<file path="config.mk">
export PLATFORM = sky130hd
export DESIGN_NAME = load_queue
export DESIGN_NICKNAME = d
export VERILOG_FILES = /design/src/rtl/load_queue_pkg.sv /design/src/rtl/lq_age_select.sv /design/src/rtl/load_queue.sv
export SDC_FILE = /design/constraint.sdc
export NUM_CORES = 1
export LEC_CHECK = 0
export ABC_AREA = 1
export CAP_MARGIN = 20
export CORE_MARGIN = 2
export CORE_UTILIZATION = 51
export DETAILED_ROUTE_END_ITERATION = 10
export PLACE_DENSITY_LB_ADDON = 0.05
export SYNTH_ARGS = -nofsm -noshare
export SYNTH_HDL_FRONTEND = slang
export SYNTH_SLANG_ARGS = --single-unit
</file>
<file path="constraint.sdc">
create_clock -name clk_in -period 21.3 [get_ports clk_in]
set_input_delay 2.13 -clock clk_in [delete_from_list [all_inputs] [get_ports clk_in]]
set_output_delay 2.13 -clock clk_in [all_outputs]
set_load 0.02 [all_outputs]
</file>
<file path="src/rtl/load_queue_pkg.sv">
// Shared types for the load queue.
//   lq_state_e  - life cycle of one queue entry
//   lq_entry_t  - one entry record (state, ROB index, address) at the
//                 default core widths
//   LQ_ROB_DEPTH / LQ_DATA_W / LQ_ADDR_W - core-wide defaults shared with
//                 the reorder buffer
package load_queue_pkg;

  localparam int LQ_ROB_DEPTH = 8;
  localparam int LQ_DATA_W    = 32;
  localparam int LQ_ADDR_W    = 32;
  localparam int LQ_ROB_IX_W  = $clog2(LQ_ROB_DEPTH);

  typedef enum logic [2:0] {
    LQ_FREE      = 3'd0,
    LQ_WAIT_ADDR = 3'd1,
    LQ_READY     = 3'd2,
    LQ_ISSUED    = 3'd3,
    LQ_DONE      = 3'd4,
    LQ_ZOMBIE    = 3'd5
  } lq_state_e;

  typedef struct packed {
    lq_state_e                state;
    logic [LQ_ROB_IX_W-1:0]   rob_ix;
    logic [LQ_ADDR_W-1:0]     addr;
  } lq_entry_t;

endpackage

</file>
<file path="src/rtl/lq_age_select.sv">
// Oldest-first selector: rotates the request vector so that 'head' is
// position 0, then priority-encodes the lowest set position.
// Ports:
//   req   - one bit per entry, set when the entry is a candidate
//   head  - index of the oldest entry
//   idx   - index of the oldest candidate (0 when none)
//   found - at least one candidate exists
// N must be a power of two so the index addition wraps naturally.
module lq_age_select #(
  parameter int N    = 8,
  parameter int IX_W = $clog2(N)
) (
  input  logic [N-1:0]    req,
  input  logic [IX_W-1:0] head,
  output logic [IX_W-1:0] idx,
  output logic            found
);

  logic [IX_W-1:0] pos;

  // Walk from youngest to oldest so the oldest hit is the last write.
  always_comb begin
    idx   = '0;
    found = 1'b0;
    pos   = '0;
    for (int k = N - 1; k >= 0; k--) begin
      pos = head + IX_W'(k);
      if (req[pos]) begin
        idx   = pos;
        found = 1'b1;
      end
    end
  end

endmodule

</file>
<file path="src/rtl/load_queue.sv">
// Load queue: holds in-flight loads between dispatch and the memory unit.
// Entries are allocated and retired in order (circular head/tail with a
// wrap bit), capture their address from the AGU broadcast, issue to memory
// once the ROB allows it, and return data on the CDB. A flush squashes all
// entries; loads already at memory become zombies and must drain before
// the queue accepts new work.
//
// Configuration macro: LOAD_QUEUE_IN_ORDER_EN
//   defined   - only the oldest non-issued entry may issue (in-order issue)
//   undefined - oldest eligible entry issues (out-of-order issue)
//
// Ports:
//   clk_in, rst_in (async, active-low)
//   alloc_*      dispatch interface (valid / rob index / ready)
//   addr_*       AGU address broadcast
//   can_load_in  per-ROB-entry permission to access memory
//   flush_in     squash all queued loads
//   mem_req_*    request to memory (valid / ready / addr / tag)
//   mem_resp_*   response from memory (valid / tag / data)
//   cdb_*        result broadcast (valid / rob index / data)
//   count_out    number of occupied entries
module load_queue
  import load_queue_pkg::*;
#(
  parameter int DEPTH     = 8,
  parameter int ROB_DEPTH = LQ_ROB_DEPTH,
  parameter int ROB_IX_W  = $clog2(ROB_DEPTH),
  parameter int ADDR_W    = LQ_ADDR_W,
  parameter int DATA_W    = LQ_DATA_W
) (
  input  logic                     clk_in,
  input  logic                     rst_in,
  input  logic                     alloc_valid_in,
  input  logic [ROB_IX_W-1:0]      alloc_rob_ix_in,
  output logic                     alloc_ready_out,
  input  logic                     addr_valid_in,
  input  logic [ROB_IX_W-1:0]      addr_rob_ix_in,
  input  logic [ADDR_W-1:0]        addr_in,
  input  logic [ROB_DEPTH-1:0]     can_load_in,
  input  logic                     flush_in,
  output logic                     mem_req_valid_out,
  input  logic                     mem_req_ready_in,
  output logic [ADDR_W-1:0]        mem_req_addr_out,
  output logic [$clog2(DEPTH)-1:0] mem_req_tag_out,
  input  logic                     mem_resp_valid_in,
  input  logic [$clog2(DEPTH)-1:0] mem_resp_tag_in,
  input  logic [DATA_W-1:0]        mem_resp_data_in,
  output logic                     cdb_valid_out,
  output logic [ROB_IX_W-1:0]      cdb_rob_ix_out,
  output logic [DATA_W-1:0]        cdb_data_out,
  output logic [$clog2(DEPTH):0]   count_out
);

  localparam int IX_W  = $clog2(DEPTH);
  localparam int PTR_W = IX_W + 1;

  lq_state_e             st_q   [DEPTH];
  lq_state_e             st_nxt [DEPTH];
  logic [ROB_IX_W-1:0]   rob_q  [DEPTH];
  logic [ADDR_W-1:0]     addr_q [DEPTH];

  logic [PTR_W-1:0]      head_q, tail_q, head_nxt, tail_nxt;
  logic [IX_W-1:0]       head_ix, tail_ix;
  logic                  draining_q, draining_nxt;
  logic                  full;
  logic                  zombie_left;

  logic                  alloc_fire;
  logic                  retire;
  logic [DEPTH-1:0]      cap_vec;
  logic                  resp_issued, resp_zombie;

  logic [DEPTH-1:0]      cand;
  logic [IX_W-1:0]       cand_idx;
  logic                  cand_found;
  logic                  pick_found;
  logic                  lock_q;
  logic [IX_W-1:0]       lock_tag_q;
  logic [IX_W-1:0]       sel_idx;
  logic                  req_valid;
  logic                  issue_fire;

  logic                  cdb_vld_q;
  logic [ROB_IX_W-1:0]   cdb_rob_q;
  logic [DATA_W-1:0]     cdb_data_q;

  assign head_ix   = head_q[IX_W-1:0];
  assign tail_ix   = tail_q[IX_W-1:0];
  assign count_out = tail_q - head_q;
  assign full      = (count_out == PTR_W'(DEPTH));

  assign alloc_ready_out = !full && !draining_q;
  assign alloc_fire      = alloc_valid_in && alloc_ready_out && !flush_in;

  // Capture looks at the current state only, so an entry allocated this
  // cycle (still FREE) cannot pick up a same-cycle broadcast.
  always_comb begin
    for (int i = 0; i < DEPTH; i++) begin
      cap_vec[i] = !flush_in && addr_valid_in &&
                   (st_q[i] == LQ_WAIT_ADDR) && (rob_q[i] == addr_rob_ix_in);
    end
  end

  assign resp_issued = mem_resp_valid_in && (st_q[mem_resp_tag_in] == LQ_ISSUED);
  assign resp_zombie = mem_resp_valid_in && (st_q[mem_resp_tag_in] == LQ_ZOMBIE);

  // Issue candidate selection
`ifdef LOAD_QUEUE_IN_ORDER_EN
  // Oldest entry that has not yet gone to memory; it issues only when it
  // is itself ready and permitted, which keeps issue in allocation order.
  always_comb begin
    for (int i = 0; i < DEPTH; i++) begin
      cand[i] = (st_q[i] == LQ_WAIT_ADDR) || (st_q[i] == LQ_READY);
    end
  end
  assign pick_found = cand_found && (st_q[cand_idx] == LQ_READY) &&
                      can_load_in[rob_q[cand_idx]];
`else
  always_comb begin
    for (int i = 0; i < DEPTH; i++) begin
      cand[i] = (st_q[i] == LQ_READY) && can_load_in[rob_q[i]];
    end
  end
  assign pick_found = cand_found;
`endif

  lq_age_select #(
    .N    (DEPTH),
    .IX_W (IX_W)
  ) u_age_select (
    .req   (cand),
    .head  (head_ix),
    .idx   (cand_idx),
    .found (cand_found)
  );

  // A stalled request is pinned to its entry so address/tag cannot move
  // under the memory unit even if an older entry becomes eligible.
  assign sel_idx    = lock_q ? lock_tag_q : cand_idx;
  assign req_valid  = !flush_in && (lock_q || pick_found);
  assign issue_fire = req_valid && mem_req_ready_in;

  assign mem_req_valid_out = req_valid;
  assign mem_req_addr_out  = req_valid ? addr_q[sel_idx] : '0;
  assign mem_req_tag_out   = req_valid ? sel_idx : '0;

  assign retire = !draining_q && (st_q[head_ix] == LQ_DONE);

  always_comb begin
    st_nxt       = st_q;
    head_nxt     = head_q;
    tail_nxt     = tail_q;
    draining_nxt = draining_q;
    zombie_left  = 1'b0;

    if (flush_in) begin
      // A load answered in the flush cycle is simply dropped.
      for (int i = 0; i < DEPTH; i++) begin
        if (st_q[i] == LQ_ISSUED || st_q[i] == LQ_ZOMBIE) begin
          if (mem_resp_valid_in && mem_resp_tag_in == IX_W'(i))
            st_nxt[i] = LQ_FREE;
          else
            st_nxt[i] = LQ_ZOMBIE;
        end else begin
          st_nxt[i] = LQ_FREE;
        end
      end
    end else begin
      if (resp_issued) st_nxt[mem_resp_tag_in] = LQ_DONE;
      if (resp_zombie) st_nxt[mem_resp_tag_in] = LQ_FREE;
      for (int i = 0; i < DEPTH; i++) begin
        if (cap_vec[i]) st_nxt[i] = LQ_READY;
      end
      if (issue_fire) st_nxt[sel_idx] = LQ_ISSUED;
      if (alloc_fire) begin
        st_nxt[tail_ix] = LQ_WAIT_ADDR;
        tail_nxt        = tail_q + 1'b1;
      end
      if (retire) begin
        st_nxt[head_ix] = LQ_FREE;
        head_nxt        = head_q + 1'b1;
      end
    end

    for (int i = 0; i < DEPTH; i++) begin
      if (st_nxt[i] == LQ_ZOMBIE) zombie_left = 1'b1;
    end

    // Pointers restart at zero once nothing is left in memory from before
    // the flush; until then the queue refuses new loads.
    if ((flush_in || draining_q) && !zombie_left) begin
      head_nxt     = '0;
      tail_nxt     = '0;
      draining_nxt = 1'b0;
    end else if (flush_in) begin
      draining_nxt = 1'b1;
    end
  end

  // Control state
  always_ff @(posedge clk_in or negedge rst_in) begin
    if (!rst_in) begin
      for (int i = 0; i < DEPTH; i++) st_q[i] <= LQ_FREE;
      head_q     <= '0;
      tail_q     <= '0;
      draining_q <= 1'b0;
      lock_q     <= 1'b0;
      lock_tag_q <= '0;
      cdb_vld_q  <= 1'b0;
    end else begin
      for (int i = 0; i < DEPTH; i++) st_q[i] <= st_nxt[i];
      head_q     <= head_nxt;
      tail_q     <= tail_nxt;
      draining_q <= draining_nxt;
      if (flush_in || mem_req_ready_in) begin
        lock_q <= 1'b0;
      end else if (req_valid) begin
        lock_q     <= 1'b1;
        lock_tag_q <= sel_idx;
      end
      cdb_vld_q <= resp_issued && !flush_in;
    end
  end

  // Payload registers (validity is tracked by the control state above)
  always_ff @(posedge clk_in) begin
    if (alloc_fire) rob_q[tail_ix] <= alloc_rob_ix_in;
    for (int i = 0; i < DEPTH; i++) begin
      if (cap_vec[i]) addr_q[i] <= addr_in;
    end
    if (resp_issued) begin
      cdb_rob_q  <= rob_q[mem_resp_tag_in];
      cdb_data_q <= mem_resp_data_in;
    end
  end

  // A flush in the broadcast cycle kills the pending result.
  assign cdb_valid_out  = cdb_vld_q && !flush_in;
  assign cdb_rob_ix_out = cdb_valid_out ? cdb_rob_q : '0;
  assign cdb_data_out   = cdb_valid_out ? cdb_data_q : '0;

`ifndef SYNTHESIS
  // FREE is tolerated: responses to loads squashed by reset land there.
  always_ff @(posedge clk_in) begin
    if (rst_in && mem_resp_valid_in) begin
      assert (st_q[mem_resp_tag_in] == LQ_FREE ||
              st_q[mem_resp_tag_in] == LQ_ISSUED ||
              st_q[mem_resp_tag_in] == LQ_ZOMBIE)
        else $error("load_queue: response for tag %0d in state %0d",
                    mem_resp_tag_in, st_q[mem_resp_tag_in]);
    end
  end
`endif

endmodule

</file>
-- Yosys cells after proc, flatten, opt, wreduce, memory -nomap -nowiden
Memory sizes are Yosys's and may differ from the RTL's. A register that Yosys moved wholly into a read port is not among the register bits.
Index checks and enable logic that the tools add are counted.
Widths: inputs -> output; s select.
- output and inout bits: 77
- bits of input ports: 88
- memories kept: 2
- RAM bits: 280
- flip-flop bits (word level): 70
- logic and storage cells: 344
- memory list (memory ; words ; width ; rd ports ; clocked after memory_dff ; wr ports ; RTL line ; source):
    addr_q ; 8 ; 32 ; 1 ; 0 ; 8 ; load_queue.sv:60 ; logic [ADDR_W-1:0] addr_q [DEPTH];
    rob_q ; 8 ; 3 ; 9 ; 1 ; 1 ; load_queue.sv:59 ; logic [ROB_IX_W-1:0] rob_q [DEPTH];
- add/subtract/negate cells: 10
- equality and inequality tests: 60
- $lt $le $gt $ge: 24
- bitwise logic cells: 18
- mux-type cells: 144
- reduce and logical (&&, ||, !) cells: 71
- operators with widths (operator ; number):
    $mux 24 ; 9
    $mux 3 ; 51
    $eq 3x3->1 const B ; 22
    $lt 3x4->1 const B ; 16
    $mux 32 ; 2
    $eq 3x2->1 const B ; 19
    $mux 1 ; 54
    $and 24x24->24 ; 2
    $bmux 1 s3 ; 16
    $logic_and 1x1->1 ; 48
    $not 24->24 ; 2
    $demux 3 s3 ; 4
    $and 16x16->16 ; 2
    $not 16->16 ; 2
    $eq 3x1->1 const B ; 9
    $eq 3x3->1 ; 8
    $mux 4 ; 6
    $bmux 3 s3 ; 2
    $ge 4x4->1 const B ; 4
    $lt 4x1->1 const B ; 4
    $not 3->4 ; 4
    $or 16x16->16 ; 1
    $or 8x8->8 ; 2
    $add 3x3->3 const B ; 4
    14 further kinds ; 34

-- Longest topological paths before layout
- word-level depth: 42
- depth in mapped cells: 33
- mapped depth without buffers: 33

-- Modules after synthesis
From an unflattened synthesis, not the netlist that was laid out.
- cell total of the unflattened synthesis: 1756
- area, all modules: 17102.7 µm²
- modules (own cells, without submodules) (module ; cells an instance ; instances ; area an instance (µm²) ; seq. area each (µm²)):
    load_queue ; 1630 ; 1 ; 16444.5 ; 10410.0
    lq_age_select ; 126 ; 1 ; 658.1 ; 0.0

-- Worst setup path after synthesis
Ideal clock, no wire load.
- path kind: input to register
- start point: in addr_rob_ix_in[2]
- end point: reg head_q[0]
- required time: 21.187 ns
- data arrival time: 9.083 ns
- path slack: 12.104 ns
- stages on the path: 17
- cells stage by stage: clkbuf_1 -> inv_1 -> nor2_1 -> nor4_1 -> nand2_1 -> a2111oi_0 -> a31oi_1 -> a31oi_1 -> o21ai_0 -> nand2_1 -> nand2_1 -> nand3_2 -> nand2_2 -> nor2_4 -> nand3_4 -> nand2_1 -> inv_1
- RTL lines (what ; RTL line ; source):
    from (decl) ; load_queue.sv:37 ; input logic [ROB_IX_W-1:0] addr_rob_ix_in,
    $eq 3x3->1 (*) ; load_queue.sv:100 ; (st_q[i] == LQ_WAIT_ADDR) && (rob_q[i] == addr_rob_ix_in);
    $logic_and 1x1->1 (*) ; load_queue.sv:100 ;
    via cap_vec[4] ; load_queue.sv:70 ; logic [DEPTH-1:0] cap_vec;
    $mux 3 (*) ; load_queue.sv:172 ; if (cap_vec[i]) st_nxt[i] = LQ_READY;
    $mux 3 (*) ; load_queue.sv:156 ; if (flush_in) begin
    $or 16x16->16 (no source line) / $and 8x8->8 (equally long branches) ; - ;
    $mux 24 (*) ; load_queue.sv:174 ; if (issue_fire) st_nxt[sel_idx] = LQ_ISSUED;
    $mux 24 (*) ; load_queue.sv:156 ;
    [... 4 more ...] ; - ;
    $mux 24 (*) ; load_queue.sv:179 ; if (retire) begin
    $mux 24 (*) ; load_queue.sv:156 ;
    $eq 3x3->1 (*) ; load_queue.sv:186 ; if (st_nxt[i] == LQ_ZOMBIE) zombie_left = 1'b1;
    $mux 1 (*) (4 in a row) ; load_queue.sv:186 ;
    $logic_not 1->1 (*) ; load_queue.sv:191 ; if ((flush_in || draining_q) && !zombie_left) begin
    $logic_and 1x1->1 (*) ; load_queue.sv:191 ;
    $ne 2x1->1 (no source line) / $reduce_bool 2->1 (equally long branches) ; - ;
    $reduce_and 2->1 (no source line) ; - ;
    to (signal assigned) ; load_queue.sv:212 ; head_q <= head_nxt;
    to (decl) ; load_queue.sv:62 ; logic [PTR_W-1:0] head_q, tail_q, head_nxt, tail_nxt;
Mark *: on every way through the listed nets, which the timed path passes. The rest lies on a longest branch. The select of a mux whose other input is x is not followed.
A chain may end at the register's enable or synchronous reset.

-- Worst setup path in the final report
- start point: in can_load_in[5]
- end point: out mem_req_addr_out[20]
- word-level cells in the longest chain between the ends: 16
- ends and longest elaborated chain (what ; RTL line ; source):
    from (decl) ; load_queue.sv:39 ; input logic [ROB_DEPTH-1:0] can_load_in,
    $bmux 1 s3 ; load_queue.sv:121 ; cand[i] = (st_q[i] == LQ_READY) && can_load_in[rob_q[i]];
    $mux 1 (implied by the code) ; load_queue.sv:121 ;
    $logic_and 1x1->1 ; load_queue.sv:121 ;
    $bmux 1 s3 ; lq_age_select.sv:28 ; if (req[pos]) begin
    $mux 1 (implied by the code) ; lq_age_select.sv:28 ;
    $mux 3 / $mux 1 (equally long branches) (8 in a row) ; lq_age_select.sv:28 ;
    $mux 3 / $logic_or 1x1->1 (equally long branches) ; load_queue.sv:139, load_queue.sv:140 ;
    $mem_v2 8x32 / $logic_and 1x1->1 (equally long branches) ; - ;
    $mux 32 (*) ; load_queue.sv:144 ; assign mem_req_addr_out = req_valid ? addr_q[sel_idx] : '0;
    to (decl) ; load_queue.sv:43 ; output logic [ADDR_W-1:0] mem_req_addr_out,
Mark *: on every way between the ends. The rest lies on a longest branch, timed or not. The select of a mux whose other input is x is not followed.

==> results.yml <==
power:
  peakVddDrop_mv: 0.192
  powerDensity_mw_per_mm2: 167
  fin_total_pwr_w: 0.00337
  leakagePower_nw: 7.99
die:
  dieArea_mm2: 0.0347
  initial_core_util_pct: 52.0
  io_pins: 165
  rows: 66
  die_h_um: 186
  design.core.area_mm2: 0.0326
  die-width_um: 186
routing:
  ant_nets: 0
  wl_per_cell_um: 19.8
  totalWireLength_mm: 45.3
  viasPerCell: 5.59
  drtPass1Iterations: 5
  initialDrtViolationCount: 1033
  drc: 0
  vias: 12800
clock_network:
  clockBufferDepth: 3
  clkTransAtPathRegs_ps: 60
  insertion_delay_ps: 530
  cts_resized: 0
  htreeDepth: 2
  numCtsBuffers: 38
  hold_buffers: 0
  cts.sinks: 353
  cts-root-buf: "clkbuf_16"
  cts_setup_buffers: 0
  cts_tree: "built"
worst_hold_path:
  whs_endpoint: "lock_tag_q[2]$_DFFE_PN0P_"
  hold_path_depth: 1
  hold_start: "lock_tag_q[2]$_DFFE_PN0P_"
  hold_class: "register to register"
critical_path:
  crit_arrival_ps: 7110
  reg2regPathDepth: 24
  reg2reg_slack_ps: 15510
  timing.rr.start: "head_q[1]$_DFFE_PN0P_"
  rr_endpoint: "tail_q[3]$_DFFE_PN0P_"
  end_kind: "output port"
  crit_type: "primary input to output port"
  critPathLaunchType: "primary input"
  cp_max_fo: 70
  cp_data_required_time_ps: 19170
synth:
  avgSynthCellArea_um2: 10.2
  yosysSeqAreaShare_pct: 61.4
  syn_inst: 1659
  async_flop_share_pct: 10.8
  synth_fa_ha_area_share_pct: 0.856
  synth_simple_gate_area_share_pct: 19.3
  synth_top_flop_cell: "edfxtp_1"
  ys_warn_count: 0
  synth_edf_count: 315
  synth_xor_xnor_area_share_pct: 0.671
  ys_types: 54
  synth_top_family_by_area: "simple AND/OR/NAND/NOR gates"
  yosys.area.top_type: "edfxtp_1"
  synth_top_area_share_pct: 55.8
  synth_compound_area_share_pct: 9.58
  syn_area_mm2: 0.0170
  synthMuxAreaShare_pct: 1.54
  syn_nets: 1758
  yosys-top-cells-area: "edfxtp_1 (56%), nand2_1 (6.7%), dfrtp_1 (5.6%)"
  ys_seq_elements: 353
outcome:
  outcome: "finished clean"
sta:
  relSlewSlack_pct: 29.6
  finalHoldViolations: 0
  period_minus_slack_ps: 9240
  rsz0062_at_grt: "false"
  max_clock_freq_mhz: 108
  finalSetupViolations: 0
  hold_slack_ps: 529
  setup_tns_ps: 0
  worst_pin_slew_ps: 1050
  slew_viol_final: 0
  finClkSkew_ps: 8.47
  fin_crit_sh_pct: 43.4
  finalWorstSetupSlack_ps: 12070
finish:
  drive_above_1_share_pct: 9.23
  num_antenna_cells: 0
  post-route-cell-area_mm2: 0.0202
  layout_commonest_cell: "edfxtp_1"
  final_cell_mix: "edfxtp_1 (315), nand2_1 (304), nor2_1 (215)"
  area_growth_pct: 19.1
  nets: 1914
grt:
  antenna_found_initial: 0
  grt_overflow: 0
  grt_pass1_vias: 12300
  grt_usage_pct: 25.9
  grt_pass1_wl_mm: 70.2
  grt_max_degree: 71
place:
  port_buffers: 164
  gp_congestion: 0.925
  dp_hpwl_mm: 28.7
  place_ws_ps: 12120
  placed_area_mm2: 0.0190
flow_run:
  cap_violations: 0
-- stage by stage --
| stage | cells | utilization, % |
|---|---|---|
| after floorplan | 1659 | - |
| after global placement | 2217 | 58.3 |
| after detailed placement | 2217 | 58.3 |
| after CTS | 2284 | 61.9 |
| after global routing | 2284 | 61.9 |
| final | 2284 | 61.9 |
-- power breakdown --
group	leakage [nW]	switching [W]	internal [W]
Combinational	4.08	0.00131	0.000630
Clock	0.573	0.000265	0.000360
Sequential	3.34	0.0000255	0.000780
Total	7.99	0.00160	0.00177
-- how the worst max path moves through the flow --
stage / startpoint / end / slack [ps] / depth (start not counted)
after floorplan: addr_rob_ix_in[2] / head_q[0]$_DFFE_PN0P_ / 12100 / 17
after global placement: can_load_in[5] / mem_req_addr_out[31] / 12210 / 21
after detailed placement: can_load_in[5] / mem_req_addr_out[20] / 12120 / 21
after CTS: can_load_in[5] / mem_req_addr_out[20] / 12110 / 21
after global routing: can_load_in[5] / mem_req_addr_out[31] / 11690 / 21
final: can_load_in[5] / mem_req_addr_out[20] / 12070 / 21
-- synth_stat cells (5+ instances only) --
| cell type | number |
|---|---|
| a211oi_1 | 37 |
| a21oi_1 | 31 |
| a221oi_1 | 5 |
| a31oi_1 | 6 |
| buf_2 | 33 |
| buf_4 | 7 |
| clkbuf_1 | 20 |
| dfrtp_1 | 38 |
| edfxtp_1 | 315 |
| ha_1 | 10 |
| inv_1 | 187 |
| inv_2 | 19 |
| mux2i_1 | 25 |
| nand2_1 | 304 |
| nand2_2 | 26 |
| nand2_4 | 8 |
| nand3_1 | 106 |
| nand3_2 | 21 |
| nand4_1 | 9 |
| nor2_1 | 216 |
| nor2_2 | 5 |
| nor3_1 | 15 |
| o2111ai_1 | 7 |
| o21ai_0 | 55 |
| o21ai_1 | 17 |
| o22ai_1 | 77 |
| xnor2_1 | 6 |
| xor2_1 | 7 |
-- cell families (layout without fill, tap and decap cells) --
kind of cell / Yosys count / count (layout)
AO/OA/AOI/OAI: 259 / 259
XOR/XNOR: 13 / 13
adder cells (fa/ha/maj): 11 / 11
buffers and inverters: 274 / 457
flip-flops: 353 / 353
multiplexers: 26 / 26
AND/OR/NAND/NOR: 723 / 723
-- cell type report --
class / count / area, um2
fillers: 2673 / 12400
clock buffers: 45 / 998
multi-input cells: 1032 / 5510
flip-flops and latches: 353 / 10400
clock inverters: 22 / 169
repair buffers: 180 / 1760
well taps: 442 / 553
inverters: 210 / 793
-- registers in the layout, summed over array words and instances (netlist names) --
name,flops
addr_q,256
cdb_data_q,32
cdb_rob_q,3
cdb_vld_q,1
draining_q,1
head_q,4
lock_q,1
lock_tag_q,3
rob_q,24
st_q,24
tail_q,4
-- metal layers --
layer | global-route usage [%] | vias up | part of all wire (%)
met3 | 4.95 | 95 | 7.2
li1 | - | 6040 | -
met5 | 0 | - | 0
met2 | 42.3 | 523 | 47
met1 | 35.0 | 6109 | 43
met4 | 9.05 | 0 | 2.8
-- critical path, cell delays in order --
cell,delay (ps)
clkdlybuf4s50_1,700
nand2_1,120
nand3_1,110
nand3_1,100
nand2_2,110
nand3_2,80
nand3_1,140
nand3_1,150
nand2_1,160
inv_1,70
nor2_1,120
nor2_1,50
a21oi_1,170
nand2_2,80
nand2_4,390
buf_4,870
nor2_1,110
o21ai_0,250
nand3_1,110
a211oi_1,360
clkdlybuf4s50_1,680
Note: power is estimated with default switching activity, not from simulation.
==> RTL change (config.mk and constraints unchanged) <==
Change the package constant `LQ_ROB_DEPTH` from 8 to 16.
--- a/src/rtl/load_queue_pkg.sv
+++ b/src/rtl/load_queue_pkg.sv
@@ -7,5 +7,5 @@
 package load_queue_pkg;
 
-  localparam int LQ_ROB_DEPTH = 8;
+  localparam int LQ_ROB_DEPTH = 16;
   localparam int LQ_DATA_W    = 32;
   localparam int LQ_ADDR_W    = 32;
Interface: changed (resized addr_rob_ix_in, alloc_rob_ix_in, can_load_in and cdb_rob_ix_out); port bits go from 165 to 176. No check against the original RTL was run, so the function may have changed too.
==> RTL change against the original RTL <==
  * Area after synthesis increased by 4.5%
  * Synthesized cell count grew 9.6%
  * Register-to-register slack improved by 1.1 ns
  * Critical path depth rose by 2
  * Count of clock-buffer cells in the layout is 2 higher
  * Die area grew 4.4%
  * Clock skew is 0.0031 ns higher
  * Worst setup slack improved by 0.14 ns
  * Final area increased by 5.0%
  * Core utilization is 0.21 points lower
  * Routed wire length grew 16%
  * Cell count up 8.1%
  * Highest routed layer unchanged
  * Power fell by 3.4%
  * Sequential cell count up 9
==> RTL change: results (changes against the original RTL) <==
* Reg power frac at 25.5% (+1.6 points)
* Compound-Gate Fraction of Synth Area at 10.1% (+0.52 points)
* Worst EP arrival at 6.97 ns (-0.14 ns)
* Slew HR at 26.1% (-3.4 points)
* Via Count at 14400 (+13%)
* Post-synthesis mux area share at 0.622% (-0.92 points)
* CP peak stage delay at 0.66 ns (-0.21 ns)
* Met3 Track Usage GR at 4.51% (-0.44 points)
* CP max-delay cell: clkdlybuf4s50_1
* Result of the run: finished, final reports clean
* Port bufs at 175 (+6.7%)
* Post-synth net total at 1927 (+9.6%)
* Met2 wire len at 24.3 mm (+15%)
* Met1 wire length at 22.1 mm (+13%)
* Largest cells by area after synthesis: edfxtp_1 55%, nand2_1 7.3%, dfrtp_1 5.4%
* Fraction of the mapped netlist area in adder cells at 0.819% (-0.037 points)
* Starting DRT DRC Count at 1378 (+33%)
* Ratio of cells with drive above 1 in the final layout at 8.34% (-0.89 points)
* CTS buffer count at 39 (+2.6%)
* Fill cells at 2860 (+7.0%)
* Detailed-router iteration count before antenna repair at 6 (+1)
* Post-synth ARST share at 10.5% (-0.27 points)
* Yosys cell types at 57 (+5.6%)
* Synthesized area per cell at 9.74 µm² (-4.7%)
* Fraction of the yosys area taken by sequential cells at 60.3% (-1.1 points)
* Dpl cells at 2399 (+8.2%)
* Number of enable flip-flop cells after synthesis at 324 (+2.9%)
* Tot GR Track Use at 29.0% (+3.0 points)
[RTL change: area by class of cell]
type	instances	area (µm²)	area share [%]
Clock buffer	47	1040	4.89
Clock inverter	24	267	1.26
Tap cell	455	569	2.68
Multi-Input combinational cell	1180	5970	28.2
Sequential cell	362	10700	50.4
Inverter	207	782	3.69
Timing Repair Buffer	195	1900	8.95
[RTL change: metrics by stage]
| stage | util (%) | instance area (µm²) |
|---|---|---|
| 2_1_floorplan | - | 17700 |
| 3_3_place_gp | 57.9 | 19900 |
| 3_5_place_dp | 57.9 | 19900 |
| 4_1_cts | 61.7 | 21200 |
| 5_1_grt | 61.7 | 21200 |
| 6_report | 61.7 | 21200 |
[RTL change: power by group through the flow]
stage	Combinational (W)	Sequential (W)	Clock [W]
final	0.00175	0.000830	0.000680
after global routing	0.00190	0.000831	0.000720
after CTS	0.00175	0.000828	0.000691
after detailed placement	0.00174	0.000843	0
after global placement	0.00173	0.000843	0
after floorplan	0.00116	0.000827	0
[RTL change: critical path: cells and delay by family]
family                 cells  cell delay, ns
AND/OR/NAND/NOR           14            2.05
AO/OA/AOI/OAI              3            0.64
buffers and inverters      6            2.12
[RTL change: worst paths after layout]
check,startpoint,endpoint,slack [ns],cells past startpoint
max reg2reg,head_q[1]$_DFFE_PN0P_,head_q[0]$_DFFE_PN0P_,16.59,21
max,can_load_in[8],mem_req_addr_out[4],12.20,23
min reg2reg,lock_tag_q[2]$_DFFE_PN0P_,lock_tag_q[2]$_DFFE_PN0P_,0.50,2
min,lock_tag_q[2]$_DFFE_PN0P_,lock_tag_q[2]$_DFFE_PN0P_,0.50,2
max in group asynchronous,rst_in,st_q[8]$_DFF_PN0_,18.98,1
min in group asynchronous,rst_in,head_q[3]$_DFFE_PN0P_,1.73,1
